**config.mk**
```make
export PLATFORM = sky130hd
export DESIGN_NAME = mips_multicycle_flat
export DESIGN_NICKNAME = d
export VERILOG_FILES = /design/src/rtl/mips_multicycle_if.sv /design/src/rtl/mips_multicycle.sv /design/src/flat_wrapper.sv
export SDC_FILE = /design/constraint.sdc
export NUM_CORES = 2
export LEC_CHECK = 0
export BUFFER_PORTS_ARGS = -buffer_cell sky130_fd_sc_hd__buf_2
export CAP_MARGIN = 25
export CELL_PAD_IN_SITES_DETAIL_PLACEMENT = 0
export CELL_PAD_IN_SITES_GLOBAL_PLACEMENT = 1
export CORE_MARGIN = 2
export CORE_UTILIZATION = 50
export CTS_CLUSTER_SIZE = 16
export DETAILED_ROUTE_END_ITERATION = 7
export GPL_ROUTABILITY_DRIVEN = 0
export PLACE_DENSITY_LB_ADDON = 0.1
export SLEW_MARGIN = 20
export SYNTH_ARGS = -nofsm -noshare
export SYNTH_HDL_FRONTEND = slang
export SYNTH_SLANG_ARGS = --single-unit
```
**constraint.sdc**
```tcl
create_clock -name clk -period 5.96 [get_ports clk]
set_clock_uncertainty 0.15 [all_clocks]
set_input_delay 0.596 -clock clk [delete_from_list [all_inputs] [get_ports clk]]
set_output_delay 0.596 -clock clk [all_outputs]
set_load 0.05 [all_outputs]
```
**src/rtl/mips_multicycle_if.sv**
```systemverilog
// Memory bus between the multicycle core (master) and its memory (slave).
// A request completes at the clock edge where mem_req and mem_ack are both 1.
interface mips_multicycle_if;
  logic        mem_req;
  logic        mem_we;
  logic [31:0] mem_addr;
  logic [31:0] mem_wdata;
  logic [31:0] mem_rdata;
  logic        mem_ack;

  modport master (
    output mem_req, mem_we, mem_addr, mem_wdata,
    input  mem_rdata, mem_ack
  );

  modport slave (
    input  mem_req, mem_we, mem_addr, mem_wdata,
    output mem_rdata, mem_ack
  );
endinterface

```
**src/rtl/mips_multicycle.sv**
```systemverilog
// Multicycle MIPS subset core (FETCH/DECODE/EXEC/MEM/WB/HALT) with a single
// req/ack memory port shared between instruction fetch and data access.
module mips_multicycle #(
  parameter logic [31:0] RESET_PC        = 32'h0000_3000,
  parameter bit          HALT_ON_ILLEGAL = 1'b1
) (
  input  logic              clk,
  input  logic              PcReSet,
  mips_multicycle_if.master mem,
  output logic [31:0]       PC,
  output logic [31:0]       Instruction,
  output logic              retire,
  output logic              illegal
);

  typedef enum logic [2:0] {
    S_FETCH  = 3'd0,
    S_DECODE = 3'd1,
    S_EXEC   = 3'd2,
    S_MEM    = 3'd3,
    S_WB     = 3'd4,
    S_HALT   = 3'd5
  } state_t;

  localparam logic [5:0] OP_RTYPE = 6'h00;
  localparam logic [5:0] OP_J     = 6'h02;
  localparam logic [5:0] OP_JAL   = 6'h03;
  localparam logic [5:0] OP_BEQ   = 6'h04;
  localparam logic [5:0] OP_ORI   = 6'h0d;
  localparam logic [5:0] OP_LUI   = 6'h0f;
  localparam logic [5:0] OP_LW    = 6'h23;
  localparam logic [5:0] OP_SW    = 6'h2b;
  localparam logic [5:0] FN_JR    = 6'h08;
  localparam logic [5:0] FN_ADDU  = 6'h21;
  localparam logic [5:0] FN_SUBU  = 6'h23;
  localparam logic [5:0] FN_SLT   = 6'h2a;

  state_t      r_state;
  state_t      w_next;
  logic [31:0] r_pc;
  logic [31:0] r_ir;
  logic [31:0] r_a;
  logic [31:0] r_b;
  logic [31:0] r_wdata;
  logic [31:0] r_maddr;
  logic [4:0]  r_wreg;
  logic        r_illegal;
  logic [31:0] r_regs [0:31];

  logic [5:0]  w_op;
  logic [5:0]  w_funct;
  logic [4:0]  w_rs;
  logic [4:0]  w_rt;
  logic [4:0]  w_rd;
  logic [15:0] w_imm;
  logic [31:0] w_simm;
  logic [31:0] w_maddr;
  logic [31:0] w_alu;
  logic [4:0]  w_dest;
  logic        w_is_alu;
  logic        w_is_jr;
  logic        w_is_beq;
  logic        w_is_j;
  logic        w_is_jal;
  logic        w_is_lw;
  logic        w_is_sw;
  logic        w_bad_op;
  logic        w_misaligned;
  logic        w_bad;
  logic        w_req;
  logic        w_we;
  logic        w_retire;

  assign w_op    = r_ir[31:26];
  assign w_rs    = r_ir[25:21];
  assign w_rt    = r_ir[20:16];
  assign w_rd    = r_ir[15:11];
  assign w_funct = r_ir[5:0];
  assign w_imm   = r_ir[15:0];
  assign w_simm  = {{16{w_imm[15]}}, w_imm};
  assign w_maddr = r_a + w_simm;

  // Instruction decode and ALU result, evaluated from IR and the operand latches
  always_comb begin
    w_is_alu = 1'b0;
    w_is_jr  = 1'b0;
    w_is_beq = 1'b0;
    w_is_j   = 1'b0;
    w_is_jal = 1'b0;
    w_is_lw  = 1'b0;
    w_is_sw  = 1'b0;
    w_bad_op = 1'b0;
    w_alu    = 32'h0000_0000;
    w_dest   = w_rt;
    case (w_op)
      OP_RTYPE: begin
        w_dest = w_rd;
        case (w_funct)
          FN_ADDU: begin w_is_alu = 1'b1; w_alu = r_a + r_b; end
          FN_SUBU: begin w_is_alu = 1'b1; w_alu = r_a - r_b; end
          FN_SLT:  begin w_is_alu = 1'b1; w_alu = {31'd0, ($signed(r_a) < $signed(r_b))}; end
          FN_JR:   w_is_jr = 1'b1;
          default: w_bad_op = 1'b1;
        endcase
      end
      OP_J:    w_is_j   = 1'b1;
      OP_JAL:  w_is_jal = 1'b1;
      OP_BEQ:  w_is_beq = 1'b1;
      OP_ORI:  begin w_is_alu = 1'b1; w_alu = r_a | {16'h0000, w_imm}; end
      OP_LUI:  begin w_is_alu = 1'b1; w_alu = {w_imm, 16'h0000}; end
      OP_LW:   w_is_lw  = 1'b1;
      OP_SW:   w_is_sw  = 1'b1;
      default: w_bad_op = 1'b1;
    endcase
  end

  // Misaligned accesses are rejected in EXEC so MEM never sees a bad address
  assign w_misaligned = (w_is_lw | w_is_sw) & (w_maddr[1:0] != 2'b00);
  assign w_bad        = w_bad_op | w_misaligned;

  // State register
  always_ff @(posedge clk) begin
    if (!PcReSet) begin
      r_state <= S_FETCH;
    end else begin
      r_state <= w_next;
    end
  end

  // Next-state, memory request and retire decode
  always_comb begin
    w_next   = r_state;
    w_req    = 1'b0;
    w_we     = 1'b0;
    w_retire = 1'b0;
    case (r_state)
      S_FETCH: begin
        w_req = 1'b1;
        if (mem.mem_ack) begin
          w_next = S_DECODE;
        end else begin
          w_next = S_FETCH;
        end
      end
      S_DECODE: w_next = S_EXEC;
      S_EXEC: begin
        if (w_bad) begin
          if (HALT_ON_ILLEGAL) begin
            w_next = S_HALT;
          end else begin
            w_retire = 1'b1;
            w_next   = S_FETCH;
          end
        end else if (w_is_alu) begin
          w_next = S_WB;
        end else if (w_is_lw || w_is_sw) begin
          w_next = S_MEM;
        end else begin
          w_retire = 1'b1;
          w_next   = S_FETCH;
        end
      end
      S_MEM: begin
        w_req = 1'b1;
        w_we  = w_is_sw;
        if (mem.mem_ack) begin
          w_retire = w_is_sw;
          w_next   = w_is_sw ? S_FETCH : S_WB;
        end else begin
          w_next = S_MEM;
        end
      end
      S_WB: begin
        w_retire = 1'b1;
        w_next   = S_FETCH;
      end
      S_HALT:  w_next = S_HALT;
      default: w_next = S_FETCH;
    endcase
  end

  assign mem.mem_req   = w_req & PcReSet;
  assign mem.mem_we    = w_we;
  assign mem.mem_addr  = (r_state == S_MEM) ? r_maddr : r_pc;
  assign mem.mem_wdata = r_b;
  assign PC            = r_pc;
  assign Instruction   = r_ir;
  assign retire        = w_retire & PcReSet;
  assign illegal       = r_illegal;

  // Datapath: PC, IR, operand latches, register file and sticky illegal flag
  always_ff @(posedge clk) begin
    if (!PcReSet) begin
      r_pc      <= RESET_PC;
      r_ir      <= 32'h0000_0000;
      r_a       <= 32'h0000_0000;
      r_b       <= 32'h0000_0000;
      r_wdata   <= 32'h0000_0000;
      r_maddr   <= 32'h0000_0000;
      r_wreg    <= 5'd0;
      r_illegal <= 1'b0;
      for (int i = 0; i < 32; i++) begin
        r_regs[i] <= 32'h0000_0000;
      end
    end else begin
      case (r_state)
        S_FETCH: begin
          if (mem.mem_ack) begin
            r_ir <= mem.mem_rdata;
            r_pc <= r_pc + 32'd4;
          end
        end
        S_DECODE: begin
          r_a <= (w_rs == 5'd0) ? 32'h0000_0000 : r_regs[w_rs];
          r_b <= (w_rt == 5'd0) ? 32'h0000_0000 : r_regs[w_rt];
        end
        S_EXEC: begin
          if (w_bad) begin
            r_illegal <= 1'b1;
          end else begin
            r_wdata <= w_alu;
            r_wreg  <= w_dest;
            r_maddr <= w_maddr;
            // r_pc already points past this instruction, giving no delay slot
            if (w_is_beq && (r_a == r_b)) begin
              r_pc <= r_pc + {w_simm[29:0], 2'b00};
            end
            if (w_is_j || w_is_jal) begin
              r_pc <= {r_pc[31:28], r_ir[25:0], 2'b00};
            end
            if (w_is_jal) begin
              r_regs[31] <= r_pc;
            end
            if (w_is_jr) begin
              r_pc <= r_a;
            end
          end
        end
        S_MEM: begin
          if (mem.mem_ack && w_is_lw) begin
            r_wdata <= mem.mem_rdata;
          end
        end
        S_WB: begin
          if (r_wreg != 5'd0) begin
            r_regs[r_wreg] <= r_wdata;
          end
        end
        default: ;
      endcase
    end
  end

endmodule

```
**src/flat_wrapper.sv**
```systemverilog
// flat-port wrapper written by rule: the top's interface ports become plain ports
module mips_multicycle_flat 
#(
  parameter logic [31:0] RESET_PC        = 32'h0000_3000,
  parameter bit          HALT_ON_ILLEGAL = 1'b1
)
  (clk, PcReSet, PC, Instruction, retire, illegal, mem_mem_req, mem_mem_we, mem_mem_addr, mem_mem_wdata, mem_mem_rdata, mem_mem_ack);
  mips_multicycle_if mem_i ();
  input  logic clk;
  input  logic PcReSet;
  output logic [31:0] PC;
  output logic [31:0] Instruction;
  output logic retire;
  output logic illegal;
  output wire logic [$bits(mem_i.mem_req)-1:0] mem_mem_req;
  output wire logic [$bits(mem_i.mem_we)-1:0] mem_mem_we;
  output wire logic [$bits(mem_i.mem_addr)-1:0] mem_mem_addr;
  output wire logic [$bits(mem_i.mem_wdata)-1:0] mem_mem_wdata;
  input wire logic [$bits(mem_i.mem_rdata)-1:0] mem_mem_rdata;
  input wire logic [$bits(mem_i.mem_ack)-1:0] mem_mem_ack;
  assign mem_mem_req = mem_i.mem_req;
  assign mem_mem_we = mem_i.mem_we;
  assign mem_mem_addr = mem_i.mem_addr;
  assign mem_mem_wdata = mem_i.mem_wdata;
  assign mem_i.mem_rdata = mem_mem_rdata;
  assign mem_i.mem_ack = mem_mem_ack;
  mips_multicycle #(.RESET_PC(RESET_PC), .HALT_ON_ILLEGAL(HALT_ON_ILLEGAL)) u_core (.clk(clk), .PcReSet(PcReSet), .mem(mem_i), .PC(PC), .Instruction(Instruction), .retire(retire), .illegal(illegal));
endmodule
```
* After elaboration in Yosys (flattened, before gate mapping) *
Memories as Yosys holds them, arrays and structs flattened. A register that Yosys moved wholly into a read port is not among the register bits.
Index checks and enable logic that the tools add are counted.
Widths: inputs -> output; s select.

storage, ports and cells
  bits in registers = 201
  latch bits = 0
  bits in writable memories = 1,024
  bits in read-only memories = 0
  bits of input ports = 35
  output and inout port bits = 132
  logic and storage cells = 130
  memories = 1

cells by class
  $add $sub $neg = 5
  multiply operators = 0
  divide/modulo/power cells = 0
  order comparisons = 1
  equality and inequality tests = 23
  shift-type cells = 0
  mux-type cells = 58
  bitwise gates (word level) = 8
  reduce and logical (&&, ||, !) cells = 24

memories
  name           words  width  rd ports  clocked after memory_dff  write ports  RTL line               RTL
  u_core.r_regs  32     32     2         2                         32           mips_multicycle.sv:48  logic [31:0] r_regs [0:31];

operators with widths
  cell                   number
  $mux 32                12
  $pmux 32 s3            2
  $pmux 32 s2            2
  $add 32x32->32         3
  $add 32x3->32 const B  1
  $eq 32x32->1           1
  $lt 32x32->1           1
  $or 32x16->32          1
  $reduce_or 32->1       1
  $sub 32x32->32         1
  $eq 6x6->1 const B     5
  $mux 5                 6
  $mux 1                 27
  $eq 6x4->1 const B     3
  $pmux 3 s5             1
  $eq 6x2->1 const B     2
  $mux 3                 4
  $logic_not 5->1        2
  $reduce_or 7->1        1
  $eq 3x2->1 const B     2
  $eq 3x3->1 const B     2
  $eq 6x3->1 const B     1
  $logic_not 6->1        1
  $ne 2x2->1 const B     3
  other kinds (22)       34

* Longest topological paths before layout *
  word-level depth = 10
  gate-level depth with buffers = 14
  gate-level depth less buffers = 13

* Worst setup path after synthesis *
Ideal clock, no wire load.

  kind = input to register
  from = input port PcReSet
  to = memory u_core.r_regs[20][0], enable pin
  arrival = 4.002 ns
  data required time = 5.344 ns
  path slack = 1.342 ns
  stages = 7
  buffers on the path = 2
  cell sequence = clkbuf_1 inv_1 or4_1 clkbuf_1 nor2_1 nand2_1 o21ai_0

RTL lines
  item                RTL line               RTL
  start: declaration  flat_wrapper.sv:10     input logic PcReSet;
  end: declaration    mips_multicycle.sv:48

==> flow_summary_export.csv <==
group,metric,value,unit
placed_design,dp.final_hpwl,162.6,mm
sta,finalHoldViolCount,0,
clock_tree,cts_buffer_depth,3,
global_routing,antenna_found_initial,12,
worst_setup_path,start_kind,"register",
synth,seq_area_frac_synth,0.4971,
sta,rsz0062_at_grt,"no",
synth,ys.flop_type,"edfxtp_1",
sta,final-setup-viol-count,0,
outcome,status,"finished clean",
sta,finalCritPeriodShare,0.7277,
die,die_x,379.1,µm
drt,vias_per_cell,6.524,
sta,fmax,230.6,MHz
drt,post_drt_wl_per_cell,33.14,µm
clock_tree,cts_made_buffers,142,
final_layout,register_area,35020,µm²
final_layout,fin_nets,5649,
worst_setup_path,crit_path_end_kind,"register",
global_routing,grt_pass1_wl,350.2,mm
drt,drcViolationCount,0,
drt,drtIter0Drc,5947,
sta,worst_pin_slew,1117,ps
power_and_ir_drop,total_leakage_power,0.02810,µW
sta,hold_ws,48.01,ps
drt,ant_nets,0,
synth,synth_edf_count,1024,
worst_setup_path,slowest_delay,770,ps
worst_setup_path,crit_buf_inv,2,
clock_tree,cts_tree,"yes",
final_layout,final_common_cell,"edfxtp_1",
worst_setup_path,crit_family,"simple AND/OR/NAND/NOR gates",
die,die_y,379.1,µm
placed_design,numPortBuffers,166,
final_layout,syn_to_final_growth,11.76,%
global_routing,first_global_vias,47573,
clock_tree,clk_latency,800,ps
final_layout,drive_above_1_share,0.2319,
worst_setup_path,worst_path_max_delay_cell,"nand2b_2",
synth,postSynthCellCount,5437,
global_routing,grt.total_usage,0.3461,
synth,synth_cell_type_count,103,
power_and_ir_drop,ir_drop,237.5,µV
clock_tree,h-tree-depth,4,
min_path,hp-class,"in -> reg",
die,rows,137,
worst_setup_path,arrival,4660,ps
drt,routed_wl,247.2,mm
final_layout,multi_input_area,33600,µm²
drt,dr.pass1.iters,7,
sta,tns,0,ps
final_layout,layout_common_cells,"edfxtp_1, and2_1, mux4_2, nand2_1, nor2_1",
drt,via_count,48679,
worst_setup_path,critPathKind,"reg -> reg",
sta,slew_violations,0,
worst_setup_path,path_common_cell,"buf_4",
clock_tree,cts_root_buffer,"clkbuf_16",
run,maxCapViolCount,0,
worst_setup_path,worstPathMaxFanout,33,
die,initial_utilization,0.5043,
final_layout,fillers,11476,
sta,relSlewSlack,0.2536,
clock_tree,post-cts-setup-buffers,0,
die,io_pins,167,
clock_tree,path_clk_slew,60,ps
global_routing,grt_max_degree,127,
synth,ys_ff_latch,1235,
clock_tree,clock_sinks,1235,
synth,avgSynthCellArea,12.94,µm²
synth,synth_area,70360,µm²
power_and_ir_drop,p_per_area,289.4,nW/µm²
die,core,139500,µm²
worst_setup_path,required,6290,ps
global_routing,overflow,0,
worst_setup_path,worstPathCellList,"nand2b_1 -> nor2_1 -> nand3_1 -> or3_1 -> nor3b_2 -> buf_4 -> nand2b_2 -> buf_4",
synth,ys_async_sr_fraction,0,
sta,fin_crit,4337,ps
die,die_area,143700,µm²
synth,synth_warnings,0,
[per-stage QoR]
step | total power, µW | worst slack, ps | cell area [µm²] | utilization | cells
final | 22760 | 1623 | 78640 | 0.5636 | 7461
after global routing | 23410 | 1430 | 78630 | 0.5636 | 7460
after CTS | 22760 | 1594 | 78530 | 0.5628 | 7454
after detailed placement | 14180 | 1574 | 73760 | 0.5286 | 7169
after global placement | 14130 | 1565 | 73550 | 0.5271 | 7159
after floorplan | 12710 | 1342 | 70480 | - | 5468
[state kept, by name, summed over array words and instances, names as in the netlist, named ones only]
register              count
u_core.illegal            1
u_core.r_regs          1024
u_core.r_wreg             5
u_core.Instruction       32
u_core.mem.mem_wdata     32
u_core.PC                32
u_core.r_a               32
u_core.r_wdata           32
u_core.r_state            3
u_core.r_maddr           32
[cells by family after synthesis]
family / count (synthesis) / synth area share
compound gates: 758 / 0.06957
buf+inv: 611 / 0.03345
simple gates: 1866 / 0.1445
other cells: 1 / 0.00005330
fa+ha+maj: 144 / 0.02603
xor+xnor: 84 / 0.01046
flops: 1235 / 0.4971
mux: 738 / 0.2188
[timing repair]
item	4_1_cts	5_1_grt
endpoints found under the setup margin	0	0
gates resized for setup	0	0
endpoints found under the hold margin	34	0
hold buffers	27	0
[cell type report]
cell class                 instances  area share
antenna                            1  0.00003182
clock buffer                     189     0.04917
clock inverter                    69    0.008131
inverter                         111    0.005394
multi-input combinational       3622      0.4273
sequential                      1235      0.4454
tap                             1876     0.02985
timing repair buffer             358     0.03470
[synth_stat cells (all sizes together), types with 56 or more instances]
master     n  area (µm²)
nor3      68       351.6
inv      111       416.7
buf      124       525.5
a21oi    274        1386
nand2    301        1132
o21ai    143       715.7
clkbuf   376        1411
nor2     301        1140
dfxtp    211        4224
ha       140        1752
mux4     640       14410
edfxtp  1024       30750
xnor2     56       490.5
and2     972        6081
mux2i     97       970.9
[tightest hold or removal path, cell delays in order]
cell and delay (ps):
buf_2 130, nand2_1 130, a21oi_1 80
[power breakdown]
part / switching [µW] / leakage (µW) / internal [µW]
Sequential: 503 / 0.0123 / 9660
Combinational: 2420 / 0.0136 / 1520
Clock: 3720 / 0.00220 / 4930
[worst paths after layout]
kind                                                      from                             endpoint  cells after the start  slack (ps)
worst max-delay path              u_core.r_state[2]$_SDFF_PN0_  u_core.r_regs[18][19]$_SDFFCE_PN0P_                      8        1620
worst min-delay path                         mem_mem_rdata[10]  u_core.Instruction[10]$_SDFFE_PN0P_                      3          50
worst max register to register    u_core.r_state[2]$_SDFF_PN0_  u_core.r_regs[18][19]$_SDFFCE_PN0P_                      8        1620
worst min register to register  u_core.r_maddr[8]$_SDFFE_PN0P_       u_core.r_maddr[8]$_SDFFE_PN0P_                      2         300
[layer usage]
| metal | routed length (µm) | vias to the layer above | share of wire | global-route usage |
|---|---|---|---|---|
| met5 | 16 | - | 0.000065 | 0 |
| met4 | 11170 | 2 | 0.045 | 0.1422 |
| met3 | 24420 | 508 | 0.099 | 0.08001 |
| met2 | 115500 | 2616 | 0.47 | 0.5446 |
| met1 | 96170 | 24976 | 0.39 | 0.4647 |
| li1 | - | 20577 | - | - |
Power figures use the tool's default switching activity.
